**src/rtl/voter_pkg.sv**
```systemverilog
// Shared types and helpers for the TMR fault voter: population count,
// counter sizing and the per-bit majority decision.
package voter_pkg;

    localparam int MAX_VOTERS = 15;
    localparam int PC_W       = 5;

    typedef struct packed {
        logic tie;
        logic val;
    } maj_t;

    function automatic logic [PC_W-1:0] popcount(input logic [MAX_VOTERS:0] v);
        logic [PC_W-1:0] n;
        n = '0;
        for (int i = 0; i <= MAX_VOTERS; i++) n = n + PC_W'(v[i]);
        return n;
    endfunction

    function automatic int cnt_width(input int thresh);
        return $clog2(thresh + 1);
    endfunction

    // Compare 2*ones against the active count so even quorums can tie.
    function automatic maj_t maj_bit(input logic [PC_W-1:0] ones,
                                     input logic [PC_W-1:0] active);
        maj_t m;
        logic [PC_W:0] twice;
        logic [PC_W:0] act;
        twice = {ones, 1'b0};
        act   = {1'b0, active};
        m.val = (twice > act);
        m.tie = (twice == act);
        return m;
    endfunction

endpackage

```
**src/rtl/voter_health_cnt.sv**
```systemverilog
// Per-voter consecutive-disagreement counter with a sticky mask bit.
module voter_health_cnt
    import voter_pkg::*;
#(
    parameter int FAULT_THRESH = 3
) (
    input  logic clk,
    input  logic rst_n,
    input  logic en,
    input  logic disagree,
    input  logic clear,
    output logic masked,
    output logic newly_masked
);

    localparam int CNT_W = cnt_width(FAULT_THRESH);
    localparam logic [CNT_W-1:0] LAST = CNT_W'(FAULT_THRESH - 1);
    localparam logic [CNT_W-1:0] SAT  = CNT_W'(FAULT_THRESH);

    logic [CNT_W-1:0] cnt;

    // Clear wins over the health update of a coincident sample.
    assign newly_masked = en & ~clear & ~masked & disagree & (cnt == LAST);

    always_ff @(posedge clk or negedge rst_n) begin
        if (!rst_n) begin
            cnt    <= '0;
            masked <= 1'b0;
        end else if (clear) begin
            cnt    <= '0;
            masked <= 1'b0;
        end else if (en && !masked) begin
            if (disagree) begin
                if (cnt != SAT) cnt <= cnt + 1'b1;
                if (cnt == LAST) masked <= 1'b1;
            end else begin
                cnt <= '0;
            end
        end
    end

endmodule

```
**src/rtl/tmr_fault_voter.sv**
```systemverilog
// Registered N-way bitwise majority voter; voters that keep disagreeing
// with the result are masked out and the quorum shrinks accordingly.
module tmr_fault_voter
    import voter_pkg::*;
#(
    parameter int N_VOTERS     = 5,
    parameter int W            = 4,
    parameter int FAULT_THRESH = 3
) (
    input  logic                  clk,
    input  logic                  rst_n,
    input  logic                  in_valid,
    input  logic [N_VOTERS*W-1:0] votes,
    input  logic                  clear_faults,
    output logic                  out_valid,
    output logic [W-1:0]          result,
    output logic [W-1:0]          tie,
    output logic                  no_quorum,
    output logic [N_VOTERS-1:0]   disagree,
    output logic [N_VOTERS-1:0]   fault_mask,
    output logic                  fault_new
);

    logic [N_VOTERS-1:0] active;
    logic [N_VOTERS-1:0] newly;
    logic [N_VOTERS-1:0] dis_c;
    logic [W-1:0]        res_c;
    logic [W-1:0]        tie_c;
    logic [PC_W-1:0]     act_cnt;
    logic                quorum;

    assign active  = ~fault_mask;
    assign act_cnt = popcount(16'(active));
    assign quorum  = (act_cnt != '0);

    for (genvar b = 0; b < W; b++) begin : g_bit
        logic [N_VOTERS-1:0] col;
        maj_t                m;
        always_comb begin
            col = '0;
            for (int i = 0; i < N_VOTERS; i++) col[i] = votes[i*W + b] & active[i];
        end
        assign m        = maj_bit(popcount(16'(col)), act_cnt);
        assign res_c[b] = quorum & m.val;
        assign tie_c[b] = quorum & m.tie;
    end

    for (genvar i = 0; i < N_VOTERS; i++) begin : g_voter
        // Tied bits carry no verdict, so they are excluded from disagreement.
        assign dis_c[i] = quorum & active[i] & (|((votes[i*W +: W] ^ res_c) & ~tie_c));

        voter_health_cnt #(.FAULT_THRESH(FAULT_THRESH)) u_health (
            .clk          (clk),
            .rst_n        (rst_n),
            .en           (in_valid & quorum),
            .disagree     (dis_c[i]),
            .clear        (clear_faults),
            .masked       (fault_mask[i]),
            .newly_masked (newly[i])
        );
    end

    always_ff @(posedge clk or negedge rst_n) begin
        if (!rst_n) begin
            out_valid <= 1'b0;
            result    <= '0;
            tie       <= '0;
            no_quorum <= 1'b0;
            disagree  <= '0;
            fault_new <= 1'b0;
        end else begin
            out_valid <= in_valid;
            fault_new <= |newly;
            if (in_valid) begin
                result    <= res_c;
                tie       <= tie_c;
                no_quorum <= ~quorum;
                disagree  <= dis_c;
            end
        end
    end

endmodule

```
**config.mk**
```make
export PLATFORM = sky130hd
export DESIGN_NAME = tmr_fault_voter
export DESIGN_NICKNAME = d
export VERILOG_FILES = /design/src/rtl/voter_pkg.sv /design/src/rtl/voter_health_cnt.sv /design/src/rtl/tmr_fault_voter.sv
export SDC_FILE = /design/constraint.sdc
export NUM_CORES = 1
export LEC_CHECK = 0
export CORE_MARGIN = 2
export CORE_UTILIZATION = 55
export CTS_CLUSTER_DIAMETER = 100
export CTS_CLUSTER_SIZE = 24
export DETAILED_ROUTE_END_ITERATION = 16
export PLACE_DENSITY = 0.82
export SYNTH_ARGS = -nofsm -noshare
export SYNTH_HDL_FRONTEND = slang
export SYNTH_HIERARCHICAL = 1
export SYNTH_SLANG_ARGS = --single-unit
```
**constraint.sdc**
```tcl
create_clock -name clk -period 12.4 [get_ports clk]
set_clock_uncertainty 0.05 [all_clocks]
set_input_delay 2.48 -clock clk [delete_from_list [all_inputs] [get_ports clk]]
set_output_delay 2.48 -clock clk [all_outputs]
set_load 0.05 [all_outputs]
```
==> out/results.ini <==
[outcome]
status = finished, final reports clean

[route]
drc_errors = 0
viasPerCell = 5.68
drtIter0Drc = 158
wl_per_cell_um = 15.8
drt_first_pass_iters = 4
wirelength_um = 6310
antenna_left = 0
vias = 2266

[power_and_ir_drop]
cellLeakagePower_nw = 1.55
peakVddDrop_v = 0.0000987
total_power_mw = 0.452
power_density_nw_per_um2 = 136

[sta]
period_needed_ns = 6.85
hold_violations = 0
setup_violations = 0
drv_slew = 0
slew_headroom_pct = 17.9
setup-tns-final_ns = 0
max_freq_mhz = 146
fin_crit_sh_pct = 55.2
layout_setup_ws_ns = 5.55
rsz0062_at_grt = false
tightest_slew_ns = 1.23

[synth]
synthSimpleGateAreaFrac_pct = 23.4
synth_area_leaders = dfrtp_1, fa_1, mux2i_1
synth_area_per_cell_um2 = 9.54
synthXorXnorAreaFrac_pct = 0
synth_seq_cells = 31
ys.flop_type = dfrtp_1
synthMuxAreaShare_pct = 10.8
synth_top_cell_area_share_pct = 28.3
synth_top_family_by_area = simple AND/OR/NAND/NOR gates
synth_top_area_cell = dfrtp_1
syn_area_um2 = 2740
synth_compound_area_share_pct = 11.4
yosysWarnings = 6
ys_types = 28
syn_inst = 287
synth_edf_count = 0
yosysSeqAreaShare_pct = 28.3
synthAdderAreaFrac_pct = 18.9
syn-num-nets = 344
async_flop_share_pct = 100

[layout]
layout_commonest_cell = clkdlybuf4s50_1
layout_common_cells = clkdlybuf4s50_1, inv_1, dfrtp_1, nand2_1, mux2i_1
fin_util_pct = 70.2
layout-drive-gt1-share_pct = 8.43
num_antenna_cells = 0
area_growth_pct = 21.8
final_area_um2 = 3340
nNetsFinal = 388

[setup_path]
cp_data_required_time_ns = 12.55
cp-start-kind = input pin
critPathMaxStageDelay_ns = 0.66
setup.worst_path.class = in -> reg
cp_top_family = simple AND/OR/NAND/NOR gates
worst-path-buf-inv = 2
cp-end-kind = register
arrival_ns = 7.00
cp_max_fo = 7
crit_chain = clkdlybuf4s50_1 > nor2b_1 > fa_1 > inv_1 > fa_1 > fa_1 > or4b_1 > o211ai_2 > mux2i_1 > nor4_2 > nor3_1 > or4b_1 > a31oi_1
slowest_stage = or4b_1
cpMostUsedCell = fa_1

[clock_network]
numCtsBuffers = 5
clock_latency_ns = 0.29
cts_root_buf = clkbuf_8
postCtsResizedCells = 0
cts_tree = built
cts.sinks = 31
post_cts_buffers = 0
clk_path_buf_depth = 2
cts_hold_buf = 0
path_clk_slew_ns = 0.07
htreeDepth = 2

[floorplanning]
die_x_um = 74.6
core_um2 = 4750
dieHeight_um = 74.6
num_io_pins = 45
start_util_pct = 57.6
num_rows = 25
dieArea_um2 = 5560

[global_route]
grt_start_max_net_pins = 32
globalRouteMet1Util_pct = 31.9
use_met3_pct = 6.91
antenna_found_initial = 0
grt_pass1_vias = 2266
grt.busiest_layer = met2
track_usage_pct = 25.3
grt_remaining_overflow = 0
use_met2_pct = 43.7
grt_pass1_wl_um = 10600

[job]
maxCapViolCount = 0

[placed_design]
port_buffers = 44
hpwlAfterDp_um = 4880
pre_cts_slack_ns = 5.26
gp_congestion = 0.860
placed_cell_area_um2 = 3220

[min_path]
hp-class = reg -> reg

## cell families (layout without fill, tap and decap cells)
logic type	after synthesis	after routing
simple gates	102	102
flops	31	31
buf+inv	46	91
mux	29	29
fa+ha+maj	33	33
compound gates	46	46
## flip-flops by register name, summed over array words and instances (netlist names)
signal,flops
tie,4
g_voter.u_health/masked,5
fault_new,1
g_voter.u_health/cnt,10
disagree,5
result,4
no_quorum,1
out_valid,1
## power breakdown
group	switching (mW)	total (mW)	internal, mW
Combinational	0.129	0.219	0.0894
Sequential	0.0121	0.128	0.116
Clock	0.0402	0.105	0.0650
Total	0.182	0.452	0.271
## path summary, 6_finish.rpt
path,start,endpoint,slack [ns],cells past startpoint
max in group asynchronous,rst_n,tie[1]$_DFFE_PN0P_,9.50,2
hold / removal,result[0]$_DFFE_PN0P_,result[0]$_DFFE_PN0P_,0.46,2
hold reg to reg,result[0]$_DFFE_PN0P_,result[0]$_DFFE_PN0P_,0.46,2
setup reg to reg,g_voter[0].u_health/masked$_DFFE_PN0P_,g_voter[3].u_health/cnt[1]$_DFFE_PN0P_,7.41,12
setup / recovery,votes[2],g_voter[3].u_health/cnt[1]$_DFFE_PN0P_,5.55,13
min in group asynchronous,rst_n,g_voter[4].u_health/cnt[1]$_DFFE_PN0P_,2.53,2
## synth_stat cells (11+ instances only)
cell,instances
inv_1,38
dfrtp_1,31
nor3_1,12
or4b_1,13
mux2i_1,24
fa_1,14
o21ai_0,22
nand3_1,15
nor2b_1,11
nand2_1,25
a31oi_1,15
nor2_1,11
ha_1,19
## cell type report
class | count | area, µm²
Fill cell | 374 | 1420
Clock inverter | 2 | 35.0
Clock buffer | 6 | 82.6
Tap cell | 67 | 83.8
Timing Repair Buffer | 45 | 448
Sequential cell | 31 | 776
Inverter | 38 | 143
Multi-Input combinational cell | 210 | 1770
## per-stage QoR
| stage | hold slack [ns] | std cells |
|---|---|---|
| global route | 0.490 | 399 |
| CTS | 0.469 | 399 |
| detailed placement | 0.446 | 391 |
| floorplan | 0.492 | 287 |
| global placement | 0.445 | 391 |
| finish | 0.464 | 399 |
## tightest hold or removal path: cells and delay by family, from the launching register on
family / cells / cell delay, ns
flip-flops: 1 / 0.37
buffers and inverters: 1 / 0.05
multiplexers: 1 / 0.05
## per-layer routing
metal | part of all wire, % | vias up
met1 | 42 | 1091
met2 | 50 | 71
met4 | 1.2 | 0
met3 | 6.2 | 8
met5 | 0 | -
li1 | - | 1096
(Power assumes the default switching activity.)
